**src/rtl/sys_cmd_pkg.sv**
```systemverilog
// rtl/sys_cmd_pkg.sv - shared constants, state encoding and helpers for sys_cmd_ctrl
package sys_cmd_pkg;

    localparam logic [7:0] CMD_WR      = 8'hAA;
    localparam logic [7:0] CMD_RD      = 8'hBB;
    localparam logic [7:0] CMD_ALU_OP  = 8'hCC;
    localparam logic [7:0] CMD_ALU_NOP = 8'hDD;

    localparam int BYTE_W    = 8;
    localparam int ALU_RES_W = 2 * BYTE_W;

    typedef enum logic [3:0] {
        ST_IDLE,
        ST_WR_ADDR,
        ST_WR_DATA,
        ST_RD_ADDR,
        ST_RD_WAIT,
        ST_OP_A,
        ST_OP_B,
        ST_FUN,
        ST_ALU_WAIT,
        ST_TX_RD,
        ST_TX_LO,
        ST_TX_HI
    } state_t;

    // States in which the sequencer is collecting bytes of a frame.
    function automatic logic is_rx_state(input state_t s);
        return (s == ST_WR_ADDR) || (s == ST_WR_DATA) || (s == ST_RD_ADDR) ||
               (s == ST_OP_A)    || (s == ST_OP_B)    || (s == ST_FUN);
    endfunction

endpackage

```
**src/rtl/rx_byte_timer.sv**
```systemverilog
// rtl/rx_byte_timer.sv - inter-byte timeout down-counter
module rx_byte_timer #(
    parameter int TIMEOUT_CYC = 4096
) (
    input  logic clk,
    input  logic reset_n,
    input  logic en,
    input  logic clear,
    output logic expire
);

    localparam int CW = $clog2(TIMEOUT_CYC + 1);
    localparam logic [CW-1:0] LOAD = CW'(TIMEOUT_CYC - 1);

    logic [CW-1:0] cnt;

    // Reload whenever a byte is accepted or the frame is not in progress; otherwise count down to zero.
    always_ff @(posedge clk or negedge reset_n) begin
        if (!reset_n) begin
            cnt <= LOAD;
        end else if (clear || !en) begin
            cnt <= LOAD;
        end else if (cnt != '0) begin
            cnt <= cnt - 1'b1;
        end
    end

    // Expiry lasts one cycle because the sequencer leaves the receiving states on it.
    assign expire = en && (cnt == '0);

endmodule

```
**src/rtl/sys_cmd_ctrl.sv**
```systemverilog
// rtl/sys_cmd_ctrl.sv - UART command sequencer driving register file, ALU and transmitter
module sys_cmd_ctrl
    import sys_cmd_pkg::*;
#(
    parameter int WIDTH       = 8,
    parameter int ADDR_W      = 4,
    parameter int OPA_ADDR    = 0,
    parameter int OPB_ADDR    = 1,
    parameter int TIMEOUT_CYC = 4096
) (
    input  logic               clk,
    input  logic               reset_n,
    input  logic               rx_valid,
    input  logic [WIDTH-1:0]   rx_data,
    input  logic               rx_frm_err,
    input  logic               rx_par_err,
    output logic               rf_wr_en,
    output logic               rf_rd_en,
    output logic [ADDR_W-1:0]  rf_addr,
    output logic [WIDTH-1:0]   rf_wr_data,
    input  logic [WIDTH-1:0]   rf_rd_data,
    input  logic               rf_rd_valid,
    output logic               alu_en,
    output logic [3:0]         alu_fun,
    output logic               alu_clk_en,
    input  logic [2*WIDTH-1:0] alu_out,
    input  logic               alu_out_valid,
    output logic [WIDTH-1:0]   tx_data,
    output logic               tx_valid,
    input  logic               tx_ready,
    output logic [7:0]         err_cnt
);

    state_t              state, state_d;
    logic                wr_en_d, rd_en_d, alu_en_d, clk_en_d, tx_valid_d;
    logic [ADDR_W-1:0]   addr_d;
    logic [WIDTH-1:0]    wdata_d, tx_data_d, res_hi, res_hi_d;
    logic [3:0]          fun_d;
    logic                err_inc, timer_clr, expire, rx_err;

    // An error pulse always wins over a byte arriving in the same cycle.
    assign rx_err = rx_frm_err || rx_par_err;

    rx_byte_timer #(
        .TIMEOUT_CYC (TIMEOUT_CYC)
    ) u_timer (
        .clk     (clk),
        .reset_n (reset_n),
        .en      (is_rx_state(state)),
        .clear   (timer_clr),
        .expire  (expire)
    );

    // State and every output register; outputs are loaded from the next-value logic.
    always_ff @(posedge clk or negedge reset_n) begin
        if (!reset_n) begin
            state      <= ST_IDLE;
            rf_wr_en   <= 1'b0;
            rf_rd_en   <= 1'b0;
            alu_en     <= 1'b0;
            alu_clk_en <= 1'b0;
            rf_addr    <= '0;
            rf_wr_data <= '0;
            alu_fun    <= '0;
            tx_data    <= '0;
            tx_valid   <= 1'b0;
            res_hi     <= '0;
            err_cnt    <= '0;
        end else begin
            state      <= state_d;
            rf_wr_en   <= wr_en_d;
            rf_rd_en   <= rd_en_d;
            alu_en     <= alu_en_d;
            alu_clk_en <= clk_en_d;
            rf_addr    <= addr_d;
            rf_wr_data <= wdata_d;
            alu_fun    <= fun_d;
            tx_data    <= tx_data_d;
            tx_valid   <= tx_valid_d;
            res_hi     <= res_hi_d;
            if (err_inc && (err_cnt != 8'hFF)) begin
                err_cnt <= err_cnt + 8'd1;
            end
        end
    end

    // Next-state and next-output decode; strobes default low, data registers default to hold.
    always_comb begin
        state_d    = state;
        wr_en_d    = 1'b0;
        rd_en_d    = 1'b0;
        alu_en_d   = 1'b0;
        clk_en_d   = alu_clk_en;
        addr_d     = rf_addr;
        wdata_d    = rf_wr_data;
        fun_d      = alu_fun;
        tx_data_d  = tx_data;
        tx_valid_d = tx_valid;
        res_hi_d   = res_hi;
        err_inc    = 1'b0;
        timer_clr  = 1'b0;

        if (is_rx_state(state) && (rx_err || (!rx_valid && expire))) begin
            state_d = ST_IDLE;
            err_inc = 1'b1;
        end else begin
            case (state)
                ST_IDLE: begin
                    if (rx_err) begin
                        err_inc = 1'b1;
                    end else if (rx_valid) begin
                        timer_clr = 1'b1;
                        if (rx_data == WIDTH'(CMD_WR)) begin
                            state_d = ST_WR_ADDR;
                        end else if (rx_data == WIDTH'(CMD_RD)) begin
                            state_d = ST_RD_ADDR;
                        end else if (rx_data == WIDTH'(CMD_ALU_OP)) begin
                            state_d = ST_OP_A;
                        end else if (rx_data == WIDTH'(CMD_ALU_NOP)) begin
                            state_d = ST_FUN;
                        end else begin
                            err_inc = 1'b1;
                        end
                    end
                end
                ST_WR_ADDR: begin
                    if (rx_valid) begin
                        addr_d    = rx_data[ADDR_W-1:0];
                        timer_clr = 1'b1;
                        state_d   = ST_WR_DATA;
                    end
                end
                ST_WR_DATA: begin
                    if (rx_valid) begin
                        wdata_d = rx_data;
                        wr_en_d = 1'b1;
                        state_d = ST_IDLE;
                    end
                end
                ST_RD_ADDR: begin
                    if (rx_valid) begin
                        addr_d  = rx_data[ADDR_W-1:0];
                        rd_en_d = 1'b1;
                        state_d = ST_RD_WAIT;
                    end
                end
                ST_OP_A, ST_OP_B: begin
                    if (rx_valid) begin
                        addr_d    = (state == ST_OP_A) ? ADDR_W'(OPA_ADDR) : ADDR_W'(OPB_ADDR);
                        wdata_d   = rx_data;
                        wr_en_d   = 1'b1;
                        timer_clr = 1'b1;
                        state_d   = (state == ST_OP_A) ? ST_OP_B : ST_FUN;
                    end
                end
                ST_FUN: begin
                    if (rx_valid) begin
                        fun_d    = rx_data[3:0];
                        alu_en_d = 1'b1;
                        clk_en_d = 1'b1;
                        state_d  = ST_ALU_WAIT;
                    end
                end
                ST_RD_WAIT: begin
                    err_inc = rx_valid || rx_err;
                    if (rf_rd_valid) begin
                        tx_data_d  = rf_rd_data;
                        tx_valid_d = 1'b1;
                        state_d    = ST_TX_RD;
                    end
                end
                ST_ALU_WAIT: begin
                    err_inc = rx_valid || rx_err;
                    if (alu_out_valid) begin
                        tx_data_d  = alu_out[WIDTH-1:0];
                        res_hi_d   = alu_out[2*WIDTH-1:WIDTH];
                        tx_valid_d = 1'b1;
                        clk_en_d   = 1'b0;
                        state_d    = ST_TX_LO;
                    end
                end
                ST_TX_RD, ST_TX_HI: begin
                    err_inc = rx_valid || rx_err;
                    if (tx_ready) begin
                        tx_valid_d = 1'b0;
                        state_d    = ST_IDLE;
                    end
                end
                ST_TX_LO: begin
                    err_inc = rx_valid || rx_err;
                    if (tx_ready) begin
                        tx_data_d = res_hi;
                        state_d   = ST_TX_HI;
                    end
                end
                default: begin
                    state_d = ST_IDLE;
                end
            endcase
        end
    end

endmodule

```
**config.mk**
```make
export PLATFORM = sky130hd
export DESIGN_NAME = sys_cmd_ctrl
export DESIGN_NICKNAME = d
export VERILOG_FILES = /design/src/rtl/sys_cmd_pkg.sv /design/src/rtl/rx_byte_timer.sv /design/src/rtl/sys_cmd_ctrl.sv
export SDC_FILE = /design/constraint.sdc
export NUM_CORES = 1
export LEC_CHECK = 0
export ABC_AREA = 1
export ABC_CLOCK_PERIOD_IN_PS = 2100
export CORE_ASPECT_RATIO = 0.5
export CORE_MARGIN = 8
export CORE_UTILIZATION = 46
export DETAILED_ROUTE_END_ITERATION = 10
export PLACE_DENSITY = 0.76
export RECOVER_POWER = 50
export SKIP_LAST_GASP = 1
export SLEW_MARGIN = 15
export SYNTH_ARGS = -nofsm -noshare
export SYNTH_HDL_FRONTEND = slang
export SYNTH_HIERARCHICAL = 1
export SYNTH_SLANG_ARGS = --single-unit
```
**constraint.sdc**
```tcl
create_clock -name clk -period 2.1 [get_ports clk]
set_input_delay 0.42 -clock clk [delete_from_list [all_inputs] [get_ports clk]]
set_output_delay 0.42 -clock clk [all_outputs]
set_load 0.02 [all_outputs]
```
Word-level counts from Yosys, hierarchy flattened
Index checks and enable logic that the tools add are counted.
{ "totals": {"ff_bits": 62, "inputBits": 40, "out_inout_bits": 37, "word_cells": 141} }
{ "op_classes": {"addsub": 2, "n_eq_ne": 35, "muxes": 53, "bitwise_logic": 1, "n_reduce_logical": 37} }
{ "op_table": {"columns": ["operator", "count"], "rows": [
  ["4-bit 2-to-1 mux", 18],
  ["4-bit case mux with 10 select lines", 1],
  ["8-bit equality test, second input constant", 4],
  ["13-bit 2-to-1 mux", 2],
  ["8-bit 2-to-1 mux", 3],
  ["8-bit case mux with 3 select lines", 1],
  ["1-bit 2-to-1 mux", 23],
  ["3-bit != test, second input constant", 7],
  ["4-bit by 3-bit equality test with 1-bit output, second input constant", 4],
  ["4-bit equality test, second input constant", 4],
  ["13-bit zero test", 1],
  ["13-bit nonzero test", 1],
  ["13-bit by 1-bit subtractor with 13-bit output, second input constant", 1],
  ["2-bit != test, second input constant", 6],
  ["3-bit by 2-bit != test with 1-bit output, second input constant", 4],
  ["12-bit AND reduction", 1],
  ["5-bit AND reduction", 2],
  ["1-bit logical OR", 9],
  ["3-bit AND reduction", 3],
  ["8-bit by 1-bit adder with 8-bit output, second input constant", 1],
  ["4-bit by 2-bit equality test with 1-bit output, second input constant", 2],
  ["8-bit != test, second input constant", 1],
  ["4-bit case mux with 2 select lines", 1],
  ["4-bit AND reduction", 2],
  ["14 further kinds", 26]
]} }

Longest topological paths before layout
{ "logic_depth": {"depth_word": 13, "ltp_mapped": 16, "depth_no_buf": 15} }

Cells and area by module
Netlist, hierarchy kept.
{ "by_module_without_submodules": {"columns": ["mod", "instances", "cells_per_inst", "area_each_um2", "seq_area_each_um2"], "rows": [
  ["sys_cmd_ctrl", 1, 328, 2638.8, 1226.2],
  ["rx_byte_timer", 1, 128, 933.4, 340.3]
]} }

Least setup slack after synthesis
OpenSTA, ideal clock, no wires.
{ "synth_timing": {"kind": "flip-flop to flip-flop", "start": "register u_timer.cnt[0]", "end": "register u_timer.cnt[6]", "setup_ns": 0.058, "arrival_time_ns": 2.061, "required_time_ns": 2.042, "setup_slack_ns": -0.019, "path_stages_with_launch": 17, "cell_sequence": "dfstp_2 > inv_1 > ha_1 > nand2_1 > nor2_1 > nand3_1 > nor2_1 > nand2_1 > nand2_1 > nand2_2 > nand2_2 > nor2_1 > nor2_4 > buf_2 > o211ai_1 > nand2_1 > inv_1"} }
{ "synth_between": {"elab_chain_len": 8} }
{ "synth_lines": {"columns": ["item", "line", "source"], "rows": [
  ["from (decl)", "rx_byte_timer.sv:15", "logic [CW-1:0] cnt;"],
  ["from (signal assigned)", "rx_byte_timer.sv:24", "cnt <= cnt - 1'b1;"],
  ["13-bit zero test (*)", "rx_byte_timer.sv:29", "assign expire = en && (cnt == '0);"],
  ["1-bit logical AND (*)", "rx_byte_timer.sv:29", null],
  ["named net expire", "sys_cmd_ctrl.sv:39", "logic err_inc, timer_clr, expire, rx_err;"],
  ["1-bit logical AND (*)", "sys_cmd_ctrl.sv:103", "if (is_rx_state(state) && (rx_err || (!rx_valid && expire))) begin"],
  ["1-bit logical OR (*)", "sys_cmd_ctrl.sv:103", null],
  ["1-bit logical AND (*)", "sys_cmd_ctrl.sv:103", null],
  ["1-bit 2-to-1 mux (*)", "sys_cmd_ctrl.sv:103", null],
  ["named net timer_clr", "sys_cmd_ctrl.sv:39", null],
  ["1-bit logical OR (*)", "rx_byte_timer.sv:21", "end else if (clear || !en) begin"],
  ["13-bit 2-to-1 mux / 2-bit nonzero test (equally long branches)", null, null]
]} }
The timed path passes the listed nets; every way through them passes the cells marked *. The select of a mux whose other input is x is not followed.
A chain may end at the register's enable or synchronous reset.

Worst setup path after layout
{ "layout_timing": {"start": "register u_timer.cnt[1]", "end": "register rf_addr[1]"} }
{ "layout_between": {"elab_chain_len": 7} }
{ "layout_lines": {"columns": ["item", "line", "source"], "rows": [
  ["13-bit zero test", "rx_byte_timer.sv:29", null],
  ["1-bit logical AND", "rx_byte_timer.sv:29", null],
  ["named net expire", "sys_cmd_ctrl.sv:39", null],
  ["1-bit logical AND", "sys_cmd_ctrl.sv:103", null],
  ["1-bit logical OR", "sys_cmd_ctrl.sv:103", null],
  ["1-bit logical AND", "sys_cmd_ctrl.sv:103", null],
  ["1-bit inverter (no source line)", null, null],
  ["4-bit AND reduction (no source line)", null, null],
  ["to (signal assigned)", "sys_cmd_ctrl.sv:75", "rf_addr <= addr_d;"],
  ["to (decl)", "sys_cmd_ctrl.sv:19", "output logic [ADDR_W-1:0] rf_addr,"]
]} }
The timed path passes the listed nets, and every way through them passes these cells.

==> results.cfg <==
[run_status]
status = complete, no violations

[worst_setup_path]
path_class = reg2reg
cp.required_ns = 2.37
crit_arrival_ns = 2.28
reg2reg_to = rf_addr[1]
worst_setup_path_start_kind = flip-flop
crit_fanout = 8
cp-end-kind = flip-flop
worstSetupEndpoint = rf_addr[1]
ff2ff_path_depth = 14
timing.rr.start = u_timer/cnt[1]
regToRegSetupSlack_ns = 0.08
crit_path_start = u_timer/cnt[1]

[finish]
fin_util_pct = 66.75
final_common_cell = nand2_1
nNetsFinal = 603
diodes = 0
final_cell_mix = nand2_1, clkdlybuf4s50_1, dfrtp_1
fill_cells = 617
area_growth_pct = 38.88
layout-drive-gt1-share_pct = 19.82

[clocking]
ctsHoldBuffers = 0
cts_max_level = 3
numCtsBuffers = 9
cts_tree = built
cts-root-buf = clkbuf_16
clock-sinks = 62
clock_latency_ns = 0.34
clockBufferDepth = 2
clk_pin_slew_ns = 0.06

[sta]
period_needed_ns = 2.016
worstMarginPinSlew_ns = 1.202
hold_violations = 0
fmax_mhz = 496.1
timing.final.crit_share_pct = 95.99
drv_slew = 0
setup_viol = 0
rsz0062_at_grt = yes
slew_headroom_pct = 19.87
fin_skew_ns = 0.004969

[place]
gp_congestion = 0.9148
dp_hpwl_um = 7161
io_buffers = 76

[routing]
wl_met2_um = 4727
highest_layer = met4
num_vias = 3427
met1_length_um = 4326
routedWlPerCell_um = 14.87
route.met3.wl_um = 598
avgViaCountPerCell = 5.185
drtPass1Iterations = 5
post-route-drc-count = 0
totalWireLength_um = 9826
drtIter0Drc = 267
final_antenna_net_count = 0

[logic_synthesis]
ys_types = 38
ys.flop_type = dfrtp_1
seq_area_frac_synth_pct = 43.85
synth_edf_count = 0
netlist_area_sq_um = 3572
async_flop_share_pct = 100.0
ys_ff_latch = 62
ys_warn_count = 6
syn_avg_cell_area_sq_um = 7.834
syn_inst = 456
synthesis.nets = 499

[global_route]
grt_use_total_pct = 18.07
antenna_found_initial = 0
grt_max_degree = 28
grt-ovfl-total = 0
grt_pass1_wl_um = 15930
grt_pass1_vias = 3208

[die]
dieArea_sq_um = 11010
pin_count = 77
core_sq_um = 7432
die_h_um = 78.31
die_width_um = 140.6
num_rows = 22
initial_core_util_pct = 48.06

[power]
p_total_mw = 6.927
p_per_area_nw_per_um2 = 1396
ir_worst_vdd_mv = 0.6296
leakagePower_nw = 2.382

[run]
cap_violations = 0

[worst_hold_path]
hold_class = in2async
critical path, cell delays in order, from the launching register on:
cell and delay, ns:
dfstp_2 0.56, inv_4 0.05, ha_4 0.16, nand2_2 0.07, nor2_1 0.04, nand3_1 0.10, nor2_1 0.06, nand2_1 0.05
nand2_1 0.05, nand2_2 0.12, nand2_4 0.09, buf_6 0.13, a31oi_4 0.26, nand3_1 0.12, o21ai_1 0.08
cell usage after synthesis (all sizes together), types with 3 or more instances:
library cell / count / area (sq um)
nand2: 158 / 643.1
inv: 57 / 214.0
nand3: 52 / 295.3
dfrtp: 50 / 1251
nor2: 47 / 292.8
o21ai: 24 / 146.4
a21oi: 17 / 103.9
dfstp: 12 / 315.3
nand4: 9 / 56.30
buf: 5 / 40.04
nor3: 4 / 25.02
o21a: 4 / 30.03
ha: 3 / 37.54
xnor2: 3 / 26.28
xor2: 3 / 26.28
flip-flops by register name, summed over array words and instances, names as in the netlist:
register / cells
u_timer/cnt: 13
alu_clk_en: 1
rf_wr_data: 8
rf_addr: 4
rf_wr_en: 1
tx_valid: 1
state: 4
res_hi: 8
rf_rd_en: 1
tx_data: 8
err_cnt: 8
alu_fun: 4
alu_en: 1
worst min path at each step:
stage,endpoint,slack (ns),depth (start not counted)
6_report,err_cnt[1],0.31,1
5_1_grt,err_cnt[1],0.40,1
4_1_cts,err_cnt[0],0.06,1
3_5_place_dp,err_cnt[0],0.43,1
3_3_place_gp,err_cnt[1],0.42,1
2_1_floorplan,alu_clk_en,0.12,0
logic make-up (layout without fill, tap and decap cells):
family / after synthesis / in the layout / share of synthesized area [%]
buf+inv: 62 / 170 / 7.110
simple gates: 274 / 275 / 37.48
fa+ha+maj: 3 / 3 / 1.051
compound gates: 49 / 49 / 9.037
xor+xnor: 6 / 6 / 1.471
flops: 62 / 62 / 43.85
area by class of cell:
class | count | area (sq um) | share of cell area [%]
Multi-Input combinational cell | 333 | 1814 | 36.57
Sequential cell | 62 | 1567 | 31.58
Timing Repair Buffer | 97 | 917.1 | 18.49
Clock buffer | 10 | 239.0 | 4.817
Inverter | 57 | 219.0 | 4.414
Tap cell | 96 | 120.1 | 2.421
Clock inverter | 6 | 85.08 | 1.715
repair_timing:
action                     CTS  global route
gates cloned                 0             1
resized for setup            1            26
setup buffers                0             6
setup endpoints to repair   11            38
pin swaps                    3            19
metal layers:
layer / vias up / track usage (%)
met5: - / 0
met4: 0 / 6.915
met3: 20 / 6.156
met2: 112 / 29.68
met1: 1616 / 21.76
li1: 1679 / -
through the flow:
stage / setup TNS (ns) / instance area [sq um] / setup slack, ns / std cells / hold WS (ns)
final: 0 / 4961 / 0.08425 / 661 / 0.3081
after global routing: -0.5755 / 4961 / -0.05296 / 661 / 0.3965
after CTS: -0.01054 / 4865 / -0.01054 / 654 / 0.05948
after detailed placement: -0.2295 / 4536 / -0.03561 / 638 / 0.4251
after global placement: 0 / 4536 / 0.01922 / 638 / 0.4249
after floorplan: 0 / 3575 / 0.003336 / 456 / 0.1244
where the power goes:
part           internal [mW]  switching (mW)  leakage [nW]  total, mW
logic                   1.41            1.93          1.48       3.34
clock network           1.07           0.564         0.154       1.63
registers               1.64           0.324         0.750       1.96
total                   4.11            2.81          2.38       6.93
No activity file was read; power rests on OpenSTA's default activity.
